==> src/rtl/reg_writeback.sv <==
// reg_writeback: in-order writeback queue between retiring instructions and
// the register file. Non-load entries retire one cycle after reaching the
// head. Load entries wait at the head for their in-order memory response.
// pend_mask tracks registers that a queued entry will still write.
module reg_writeback #(
    parameter int DEPTH = 4
) (
    input  logic                      clk,
    input  logic                      rst,
    input  logic                      in_valid,
    output logic                      in_ready,
    input  logic [4:0]                in_dest,
    input  logic                      in_wb_en,
    input  logic                      in_is_load,
    input  logic [31:0]               in_alu_val,
    input  logic                      mem_rvalid,
    input  logic [31:0]               mem_rdata,
    output logic                      wr_en,
    output logic [4:0]                wr_dest,
    output logic [31:0]               wr_val,
    output logic [31:0]               pend_mask,
    output logic [$clog2(DEPTH):0]    occupancy,
    output logic                      err_orphan
);

    localparam int PTR_W = $clog2(DEPTH);
    localparam int CNT_W = PTR_W + 1;

    // Decode a register index into a 32-bit one-hot mask.
    function automatic logic [31:0] onehot(input logic [4:0] d);
        logic [31:0] r;
        r    = 32'd0;
        r[d] = 1'b1;
        return r;
    endfunction

    // Distance of slot i from the head, wrapped to the pointer width.
    function automatic logic [PTR_W-1:0] rel_idx(input int i, input logic [PTR_W-1:0] h);
        logic [PTR_W-1:0] t;
        t = PTR_W'(i);
        return t - h;
    endfunction

    // Queue storage; validity is carried entirely by head/count, so the
    // payload needs no reset.
    logic [4:0]  dest_q [DEPTH];
    logic        wb_q   [DEPTH];
    logic        ld_q   [DEPTH];
    logic [31:0] val_q  [DEPTH];

    logic [PTR_W-1:0] head_q, head_d;
    logic [PTR_W-1:0] tail_q, tail_d;
    logic [CNT_W-1:0] count_q, count_d;
    logic             wr_en_q, wr_en_d;
    logic [4:0]       wr_dest_q, wr_dest_d;
    logic [31:0]      wr_val_q, wr_val_d;
    logic             err_q, err_d;

    logic        push_s;
    logic        retire_s;
    logic        nonempty_s;
    logic        head_ld_s;
    logic        orphan_s;
    logic [31:0] pend_s;

    // Handshake and head-of-queue decisions. in_ready comes only from the
    // registered count, so a retire never frees a slot in the same cycle.
    always_comb begin
        nonempty_s = (count_q != CNT_W'(0));
        head_ld_s  = ld_q[head_q];
        in_ready   = (count_q != CNT_W'(DEPTH));
        push_s     = in_valid && in_ready;
        retire_s   = nonempty_s && (!head_ld_s || mem_rvalid);
        orphan_s   = mem_rvalid && (!nonempty_s || !head_ld_s);
    end

    // Next-state for pointers, count, writeback port and sticky orphan flag.
    always_comb begin
        head_d    = head_q;
        tail_d    = tail_q;
        count_d   = count_q;
        wr_en_d   = 1'b0;
        wr_dest_d = wr_dest_q;
        wr_val_d  = wr_val_q;
        err_d     = err_q;

        if (push_s) begin
            tail_d = tail_q + PTR_W'(1);
        end else begin
            tail_d = tail_q;
        end

        if (retire_s) begin
            head_d    = head_q + PTR_W'(1);
            wr_en_d   = wb_q[head_q] && (dest_q[head_q] != 5'd0);
            wr_dest_d = dest_q[head_q];
            wr_val_d  = ld_q[head_q] ? mem_rdata : val_q[head_q];
        end else begin
            head_d    = head_q;
        end

        if (push_s && !retire_s) begin
            count_d = count_q + CNT_W'(1);
        end else if (!push_s && retire_s) begin
            count_d = count_q - CNT_W'(1);
        end else begin
            count_d = count_q;
        end

        if (orphan_s) begin
            err_d = 1'b1;
        end else begin
            err_d = err_q;
        end
    end

    // Control state register with synchronous reset taking priority.
    always_ff @(posedge clk) begin
        if (rst) begin
            head_q    <= {PTR_W{1'b0}};
            tail_q    <= {PTR_W{1'b0}};
            count_q   <= {CNT_W{1'b0}};
            wr_en_q   <= 1'b0;
            wr_dest_q <= 5'd0;
            wr_val_q  <= 32'd0;
            err_q     <= 1'b0;
        end else begin
            head_q    <= head_d;
            tail_q    <= tail_d;
            count_q   <= count_d;
            wr_en_q   <= wr_en_d;
            wr_dest_q <= wr_dest_d;
            wr_val_q  <= wr_val_d;
            err_q     <= err_d;
        end
    end

    // Payload write at the tail on an accepted push.
    always_ff @(posedge clk) begin
        if (push_s) begin
            dest_q[tail_q] <= in_dest;
            wb_q[tail_q]   <= in_wb_en;
            ld_q[tail_q]   <= in_is_load;
            val_q[tail_q]  <= in_alu_val;
        end
    end

    // Registers still owed a write by a queued entry. A retired entry has
    // already been popped, so the one on wr_* is excluded automatically.
    always_comb begin
        pend_s = 32'd0;
        for (int i = 0; i < DEPTH; i++) begin
            if (({1'b0, rel_idx(i, head_q)} < count_q) && wb_q[i] && (dest_q[i] != 5'd0)) begin
                pend_s = pend_s | onehot(dest_q[i]);
            end else begin
                pend_s = pend_s;
            end
        end
    end

    assign pend_mask  = pend_s;
    assign occupancy  = count_q;
    assign wr_en      = wr_en_q;
    assign wr_dest    = wr_dest_q;
    assign wr_val     = wr_val_q;
    assign err_orphan = err_q;

endmodule

==> config.mk <==
export PLATFORM = sky130hd
export DESIGN_NAME = reg_writeback
export DESIGN_NICKNAME = d
export VERILOG_FILES = /design/src/rtl/reg_writeback.sv
export SDC_FILE = /design/constraint.sdc
export NUM_CORES = 1
export LEC_CHECK = 0
export BUFFER_PORTS_ARGS = -buffer_cell sky130_fd_sc_hd__buf_2
export CAP_MARGIN = 20
export CORE_MARGIN = 3
export CORE_UTILIZATION = 55
export CTS_BUF_LIST = sky130_fd_sc_hd__clkbuf_4 sky130_fd_sc_hd__clkbuf_8 sky130_fd_sc_hd__clkbuf_16
export CTS_CLUSTER_SIZE = 25
export DETAILED_ROUTE_END_ITERATION = 12
export GPL_ROUTABILITY_DRIVEN = 0
export GPL_TIMING_DRIVEN = 0
export PLACE_DENSITY_LB_ADDON = 0.05
export SLEW_MARGIN = 10
export SYNTH_ARGS = -nofsm -noshare
export SYNTH_HDL_FRONTEND = slang
export SYNTH_SLANG_ARGS = --single-unit
==> constraint.sdc <==
create_clock -name clk -period 2.89 [get_ports clk]
set_clock_uncertainty 0.05 [all_clocks]
set_input_delay 0.1445 -clock clk [delete_from_list [all_inputs] [get_ports clk]]
set_output_delay 0.1445 -clock clk [all_outputs]
set_load 0.02 [all_outputs]
==> results of run 1 <==
per-stage QoR:
step / total power [uW] / TNS, ns
6_report: 10690 / 0
5_1_grt: 11210 / -0.01617
4_1_cts: 10730 / 0
3_5_place_dp: 7959 / 0
3_3_place_gp: 7797 / -13.86
2_1_floorplan: 6805 / 0
cell usage after synthesis (2+ instances only):
cell type	count
edfxtp_1	156
o22ai_1	14
or2_2	3
or3b_2	2
buf_6	6
nor2b_1	5
mux2i_1	34
and3b_1	6
buf_4	5
and2_1	4
nand4_1	16
o21a_1	2
a21oi_1	10
a211oi_2	32
nand3b_1	4
xnor2_1	4
and3_1	11
o21bai_1	2
nor3b_1	9
nand2_1	22
mux4_2	39
a2bb2o_1	2
nor3_1	3
xor2_1	2
a221o_1	15
nor2_1	57
inv_1	13
nand3_1	58
ha_1	9
or3_1	4
buf_1	4
buf_2	10
dfxtp_1	48
o2111ai_1	3
clkbuf_1	28
worst max path at each step:
stage / slack (ns) / to / cells after the start / start
detailed placement: 0.05 / occupancy[2] / 11 / occupancy[2]
global route: -0.02 / occupancy[2] / 10 / occupancy[2]
global placement: -0.1 / val_q[2][15] / 3 / occupancy[0]
CTS: 0.01 / occupancy[2] / 11 / occupancy[2]
floorplan: 0.26 / occupancy[2] / 11 / occupancy[2]
finish: 0.06 / pend_mask[2] / 9 / head_q[0]
kinds of logic (layout without fill, tap and decap cells):
| kind of cell | after synthesis | in the layout | synth area share |
|---|---|---|---|
| muxes | 73 | 73 | 0.1313 |
| DFF | 204 | 204 | 0.6082 |
| buffers and inverters | 68 | 324 | 0.03585 |
| adders and majority gates | 10 | 10 | 0.01429 |
| other | 1 | 1 | 0.0004040 |
| xor gates and xnor gates | 6 | 6 | 0.005661 |
| AOI/OAI and AO/OA | 85 | 85 | 0.08748 |
| and+or+nand+nor | 209 | 209 | 0.1169 |
worst register-to-register path: stages, from the launching register on:
cell and delay [ns]:
dfxtp_1 0.44, or3_1 0.47, a21boi_2 0.18, buf_6 0.14, inv_2 0.15, ha_1 0.22
inv_1 0.06, fa_1 0.37, xor2_1 0.18, or3_1 0.30, a21oi_1 0.16
what timing repair did:
| action | CTS | global route |
|---|---|---|
| buffers inserted | 1 | 2 |
| hold buffers | 69 | 0 |
| gates resized for setup | 12 | 5 |
| pin swaps | 2 | 1 |
| hold endpoints to repair | 186 | 0 |
| endpoints found under the setup margin | 31 | 21 |
placed cells by master (no fill, tap or decap), types with 4 or more instances in the layout:
cell type / count
buf_4: 9
and3_1: 6
nand4_1: 16
buf_2: 156
nor2b_1: 5
clkbuf_2: 4
clkbuf_1: 20
nor2_1: 57
nand2_1: 22
a21oi_1: 10
clkbuf_4: 9
nor3b_1: 9
mux2i_1: 34
a211oi_2: 32
nand3b_1: 4
o22ai_1: 14
dlygate4sd3_1: 69
and3_2: 4
nand3_1: 58
dfxtp_1: 46
a221o_1: 15
ha_1: 9
inv_1: 13
or3_1: 4
clkbuf_16: 22
buf_6: 6
xnor2_1: 4
edfxtp_1: 156
buf_12: 4
mux4_2: 39
and3b_1: 5
state kept, by name, summed over array words and instances, names as in the netlist, named ones only:
register / count
ld_q: 4
err_orphan: 1
wr_dest: 5
wb_q: 4
head_q: 2
val_q: 128
tail_q: 2
dest_q: 20
wr_en: 1
occupancy: 3
wr_val: 32
power by group through the flow:
stage	clock network [uW]	logic, uW	registers (uW)
CTS	2720	4070	3940
floorplan	0	2550	4260
finish	2670	4060	3950
detailed placement	0	3970	3990
global route	2830	4380	4000
global placement	0	3820	3970
cell type report:
| class | count | area, sq um |
|---|---|---|
| multi-input cells | 384 | 3339 |
| inverters | 14 | 52.55 |
| repair buffers | 223 | 1529 |
| well taps | 216 | 270.3 |
| plain buffers | 48 | 264.0 |
| fillers | 1101 | 4364 |
| flip-flops and latches | 204 | 5650 |
| clock inverters | 7 | 71.32 |
| clock buffers | 32 | 631.9 |
metal layers:
layer | up-vias | wire (um)
li1 | 3041 | -
met1 | 3351 | 9859
met2 | 332 | 11340
met3 | 63 | 1797
met4 | 0 | 601
met5 | - | 0
==> out/metrics.cfg, run 1 <==
[run_status]
status = complete, no violations

[sta]
hold_ws_ns = 0.009847
finalSetupViolCount = 0
relSlewSlack = 0.3737
fin_ws_ns = 0.05688
rsz0062_at_grt = true
drv_slew = 0
fin_crit_sh = 0.9803
finalHoldViolations = 0
tightestPinTransition_ns = 0.9395
timing.fmax_ghz = 0.3530
finalCriticalPeriod_ns = 2.833

[final_layout]
fin_nets = 982
diodes = 0
fin_util = 0.7302
drive_above_1_share = 0.3377
fin_area_sq_um = 11810
instances_no_fill = 1128
syn_to_final_growth_pct = 27.21

[setup_path]
worst_path_dominant_cell_family = compound AO/OA/AOI/OAI gates
worst_path_most_repeated_cell = buf_2
rr_worst_depth = 10
rr_startpoint = occupancy[2]
crit_chain = xnor2_1 > inv_1 > ha_1 > a21oi_1 > o21a_1 > buf_2 > and3b_2 > a221o_1 > buf_2
rrSetupSlack_ns = 0.10
worst_path_largest_cell_delay_ns = 0.36
start_kind = register
crit_path_end_kind = output port
crit_fanout = 9
cpMaxStageDelayCell = a221o_1
reg2reg_to = occupancy[2]
path_buf_inv = 3
cp.arrival_ns = 2.64
cp.required_ns = 2.70
path_class = register to output port

[min_path]
worstHoldPathCells = 3
hp-class = input port to register
hold_end = wr_val[23]
hp-start = mem_rdata[23]

[placement]
numPortBuffers = 147
dp_cells = 1023
place_area_sq_um = 10370
dp_slack_ns = 0.05287
dp_hpwl_um = 15870

[synth]
synth_enable_flop_cells = 156
mappedNetlistNets = 741
async_flop_share = 0
syn_area_sq_um = 9283
ys_top_cells_by_area = edfxtp_1, dfxtp_1, mux4_2
synth_top_area_cell = edfxtp_1
ys_ff_latch = 204
ys.flop_type = edfxtp_1
syn_inst = 656
yosysWarnings = 0
ys_seq_area_frac = 0.6082
yosysUniqueCellTypes = 49
synth_top_area_frac = 0.5047
syn_area_per_cell_sq_um = 14.15

[die]
die_w_um = 135.9
core_sq_um = 16170
dieArea_sq_um = 18470
die_h_um = 135.9
ios = 150
rows = 46
initial_core_util = 0.5740

[detailed_routing]
routedWlPerCell_um = 20.92
via_per_inst = 6.017
drc = 0
vias = 6787
postRouteAntennaNets = 0
routed_wl_um = 23600
firstDrtPassIters = 5
drt_iter0_markers = 752

[global_route]
grt_antenna_before_repair = 0
met1_usage = 0.3514
gr-usage-met2 = 0.4292
grt_max_degree = 22
grt_pass1_wl_um = 36880
grt_pass1_vias = 6899
grt.busiest_layer = met2
grt_use_met3 = 0.04737
overflow = 0
grt_util_all_layers = 0.2578

[clock_tree]
numClockSinks = 204
cts_max_level = 1
clk_transition_reported_paths_ns = 0.06
cts_tree = built
clock_latency_ns = 0.51
cts-root-buf = clkbuf_16
clockBufferDepth = 3
cts_made_buffers = 22

[job]
drv_cap = 0

[power]
swShare = 0.3463
switchingPower_uw = 3702
p_leak_uw = 0.004488
max-vdd-ir-drop_uv = 744.5
p_int_uw = 6988
power.share.clock = 0.250
power_frac_seq = 0.370
combPwrFrac = 0.380
p_per_area_nw_per_um2 = 905.2

No activity file was read; power rests on OpenSTA's default activity.
==> inputs of run 2 (changes only) <==
--- a/config.mk
+++ b/config.mk
@@ -5,6 +5,7 @@
 export SDC_FILE = /design/constraint.sdc
 export NUM_CORES = 1
 export LEC_CHECK = 0
+export ABC_AREA = 1
 export BUFFER_PORTS_ARGS = -buffer_cell sky130_fd_sc_hd__buf_2
 export CAP_MARGIN = 20
 export CORE_MARGIN = 3
==> run 2 against run 1 <==
Against the previous run: combinational power grew 50%; sequential share of layout area decreased by 4.2 points; worst hold slack gained 0.025 ns; via count is 44% higher; largest cell class unchanged.
==> out/metrics.cfg, run 2 <==
[run_status]
status = complete, no violations  ; unchanged

[sta]
relSlewSlack = 0.4851  ; was 0.3737
finalSetupViolCount = 0  ; unchanged
drv_slew = 0  ; unchanged
tightestPinTransition_ns = 0.7665  ; was 0.9395 ns
finalCriticalPeriod_ns = 2.751  ; was 2.833 ns
timing.fmax_ghz = 0.3635  ; was 0.3530 GHz
finalHoldViolations = 0  ; unchanged
fin_crit_sh = 0.9519  ; was 0.9803

[setup_path]
worst_path_dominant_cell_family = simple AND/OR/NAND/NOR gates  ; was compound AO/OA/AOI/OAI gates
cpMaxStageDelayCell = dfxtp_1  ; was a221o_1
start_kind = register  ; unchanged
cp.arrival_ns = 2.56  ; was 2.64 ns
crit_fanout = 10  ; was 9
path_buf_inv = 3  ; unchanged
crit_path_end_kind = output port  ; unchanged
path_class = register to output port  ; unchanged
cp.required_ns = 2.70  ; about the same
crit_chain = inv_1 > ha_1 > nor2_1 > nand2_1 > nand3_4 > nor2_4 > buf_2 > nand3_1 > nand3_1 > buf_2  ; was xnor2_1 > inv_1 > ha_1 > a21oi_1 > o21a_1 > buf_2 > and3b_2 > a221o_1 > buf_2
worst_path_largest_cell_delay_ns = 0.37  ; was 0.36 ns

[power]
power.total_uw = 12780  ; was 10690 uW
p_leak_uw = 0.006130  ; was 0.004488 uW
p_int_uw = 7139  ; was 6988 uW
max-vdd-ir-drop_uv = 665.9  ; was 744.5 uV
switchingPower_uw = 5638  ; was 3702 uW
combPwrFrac = 0.475  ; was 0.380
power.share.clock = 0.211  ; was 0.250
p_per_area_nw_per_um2 = 986.6  ; was 905.2 nW/um^2
swShare = 0.4413  ; was 0.3463
power_frac_seq = 0.314  ; was 0.370

[clock_tree]
cts-root-buf = clkbuf_16  ; unchanged
cts_made_buffers = 22  ; unchanged
clockBufferDepth = 3  ; unchanged
cts_max_level = 1  ; unchanged
numClockSinks = 204  ; unchanged
clock_latency_ns = 0.51  ; about the same
cts_tree = built  ; unchanged
clk_transition_reported_paths_ns = 0.06  ; about the same

[synth]
ys_seq_area_frac = 0.5460  ; was 0.6082
syn_area_per_cell_sq_um = 7.809  ; was 14.15 sq um
synth_enable_flop_cells = 156  ; unchanged
yosys.cell_count.top_type = nand2_1  ; was edfxtp_1
async_flop_share = 0  ; unchanged
synth_top_family_by_area = simple AND/OR/NAND/NOR gates  ; was multiplexers
yosysUniqueCellTypes = 29  ; was 49
synthSimpleGateAreaFrac = 0.3545  ; was 0.1169
synth_top_area_cell = edfxtp_1  ; unchanged
synth_top_area_frac = 0.4531  ; was 0.5047
synthAdderAreaFrac = 0.01283  ; was 0.01429
yosysWarnings = 0  ; unchanged
ys_ff_latch = 204  ; unchanged
synth_commonest_cells = nand2_1, nor2_1, edfxtp_1  ; was edfxtp_1, nand3_1, nor2_1
ys.flop_type = edfxtp_1  ; unchanged
syn_inst = 1324  ; was 656
synth_compound_area_frac = 0.01525  ; was 0.08748
synth_xor_area_frac = 0.0008471  ; was 0.005661
mappedNetlistNets = 1409  ; was 741
ys_top_cells_by_area = edfxtp_1, nand2_1, dfxtp_1  ; was edfxtp_1, dfxtp_1, mux4_2
syn_area_sq_um = 10340  ; was 9283 sq um
muxShareOfSynthArea = 0  ; was 0.1313

[final_layout]
diodes = 0  ; unchanged
fin_nets = 1661  ; was 982
drive_above_1_share = 0.1583  ; was 0.3377
fin_area_sq_um = 12950  ; was 11810 sq um
largest_register_ff_count = 128  ; unchanged
syn_to_final_growth_pct = 25.26  ; was 27.21%
final_cell_mix = nand2_1, buf_2, nor2_1, edfxtp_1, inv_1  ; was buf_2, edfxtp_1, dlygate4sd3_1, nand3_1, nor2_1
instances_no_fill = 1821  ; was 1128
regMostFlops = val_q  ; unchanged
fin_util = 0.7112  ; was 0.7302
final_common_cell = nand2_1

[min_path]
hp-class = input port to register  ; unchanged

[detailed_routing]
firstDrtPassIters = 7  ; was 5
routedWlPerCell_um = 16.90  ; was 20.92 um
via_per_inst = 5.349  ; was 6.017
vias = 9740  ; was 6787
drt_iter0_markers = 1114  ; was 752
drc = 0  ; unchanged
routed_wl_um = 30770  ; was 23600 um
postRouteAntennaNets = 0  ; unchanged

[global_route]
grt_util_all_layers = 0.2996  ; was 0.2578
grt_pass1_wl_um = 47710  ; was 36880 um
grt_max_degree = 26  ; was 22
overflow = 0  ; unchanged
grt_antenna_before_repair = 0  ; unchanged
grt_pass1_vias = 9046  ; was 6899

[die]
rows = 49  ; was 46
core_sq_um = 18210  ; was 16170 sq um
dieArea_sq_um = 20480  ; was 18470 sq um
ios = 150  ; unchanged
initial_core_util = 0.5678  ; was 0.5740
die_w_um = 143.1  ; was 135.9 um
die_h_um = 143.1  ; was 135.9 um

[placement]
numPortBuffers = 148  ; was 147
dp_cells = 1705  ; was 1023
place_area_sq_um = 11480  ; was 10370 sq um
dp_hpwl_um = 20860  ; was 15870 um

[job]
drv_cap = 0  ; unchanged

==> run 2: worst paths after layout <==
path                      from       endpoint  slack (ns)  cells after the start
setup / recovery  occupancy[1]  pend_mask[28]        0.14                     10
hold / removal    mem_rdata[6]      wr_val[6]        0.03                      5
setup reg to reg      register   occupancy[2]        0.29                     15
hold reg to reg     wr_val[24]     wr_val[24]        0.46                      4
==> run 2: area by class of cell <==
class | instances | area, sq um
Clock buffer | 28 | 595.6
Clock inverter | 12 | 95.09
Multi-Input combinational cell | 948 | 4023
Tap cell | 229 | 286.5
Inverter | 117 | 439.2
Sequential cell | 204 | 5648
Buffer | 55 | 291.5
Timing Repair Buffer | 228 | 1572
Fill cell | 1478 | 5259
==> run 2: cells by family after synthesis <==
logic type | count (synthesis)
AOI/OAI and AO/OA | 29
xor gates and xnor gates | 1
adders and majority gates | 10
buffers and inverters | 172
DFF | 204
other | 1
and+or+nand+nor | 907
==> run 2: worst min-delay path, cell delays in order <==
cell and delay [ns]:
buf_2 0.12, nand3_1 0.10, nand2_1 0.05, nor2_1 0.08, nor2_1 0.05
==> run 2: power groups by stage <==
stage | clock, uW | sequential (uW) | combinational, uW
after detailed placement | 0 | 4050 | 5750
after CTS | 2720 | 4000 | 5880
after global routing | 2840 | 4060 | 6790
after global placement | 0 | 4070 | 5620
final | 2690 | 4010 | 6070
after floorplan | 0 | 4360 | 3620
==> run 2: through the flow <==
stage / TNS [ns] / hold WS [ns] / setup slack (ns)
CTS: 0 / 0.003440 / 0.009605
global placement: -226.97 / 0.2729 / -1.514
detailed placement: 0 / 0.2774 / 0.3563
floorplan: -56.27 / 0.1669 / -0.3607
global route: -0.01885 / 0.04072 / -0.01885
finish: 0 / 0.03446 / 0.1389
==> run 2: repair_timing <==
action	in CTS	in global routing
hold buffers	72	0
setup buffers	0	4
hold endpoints to repair	188	0
endpoints found under the setup margin	6	29
pin swaps	0	3
resized for setup	1	10
==> run 2: metal layers <==
metal,share of wire,global-route usage,wire [um],up-vias
li1,-,-,-,4713
met1,0.41,0.4185,12640,4434
met2,0.46,0.4886,14170,510
met3,0.10,0.04320,3068,83
met4,0.029,0.09255,892,0
met5,0,0,0,-
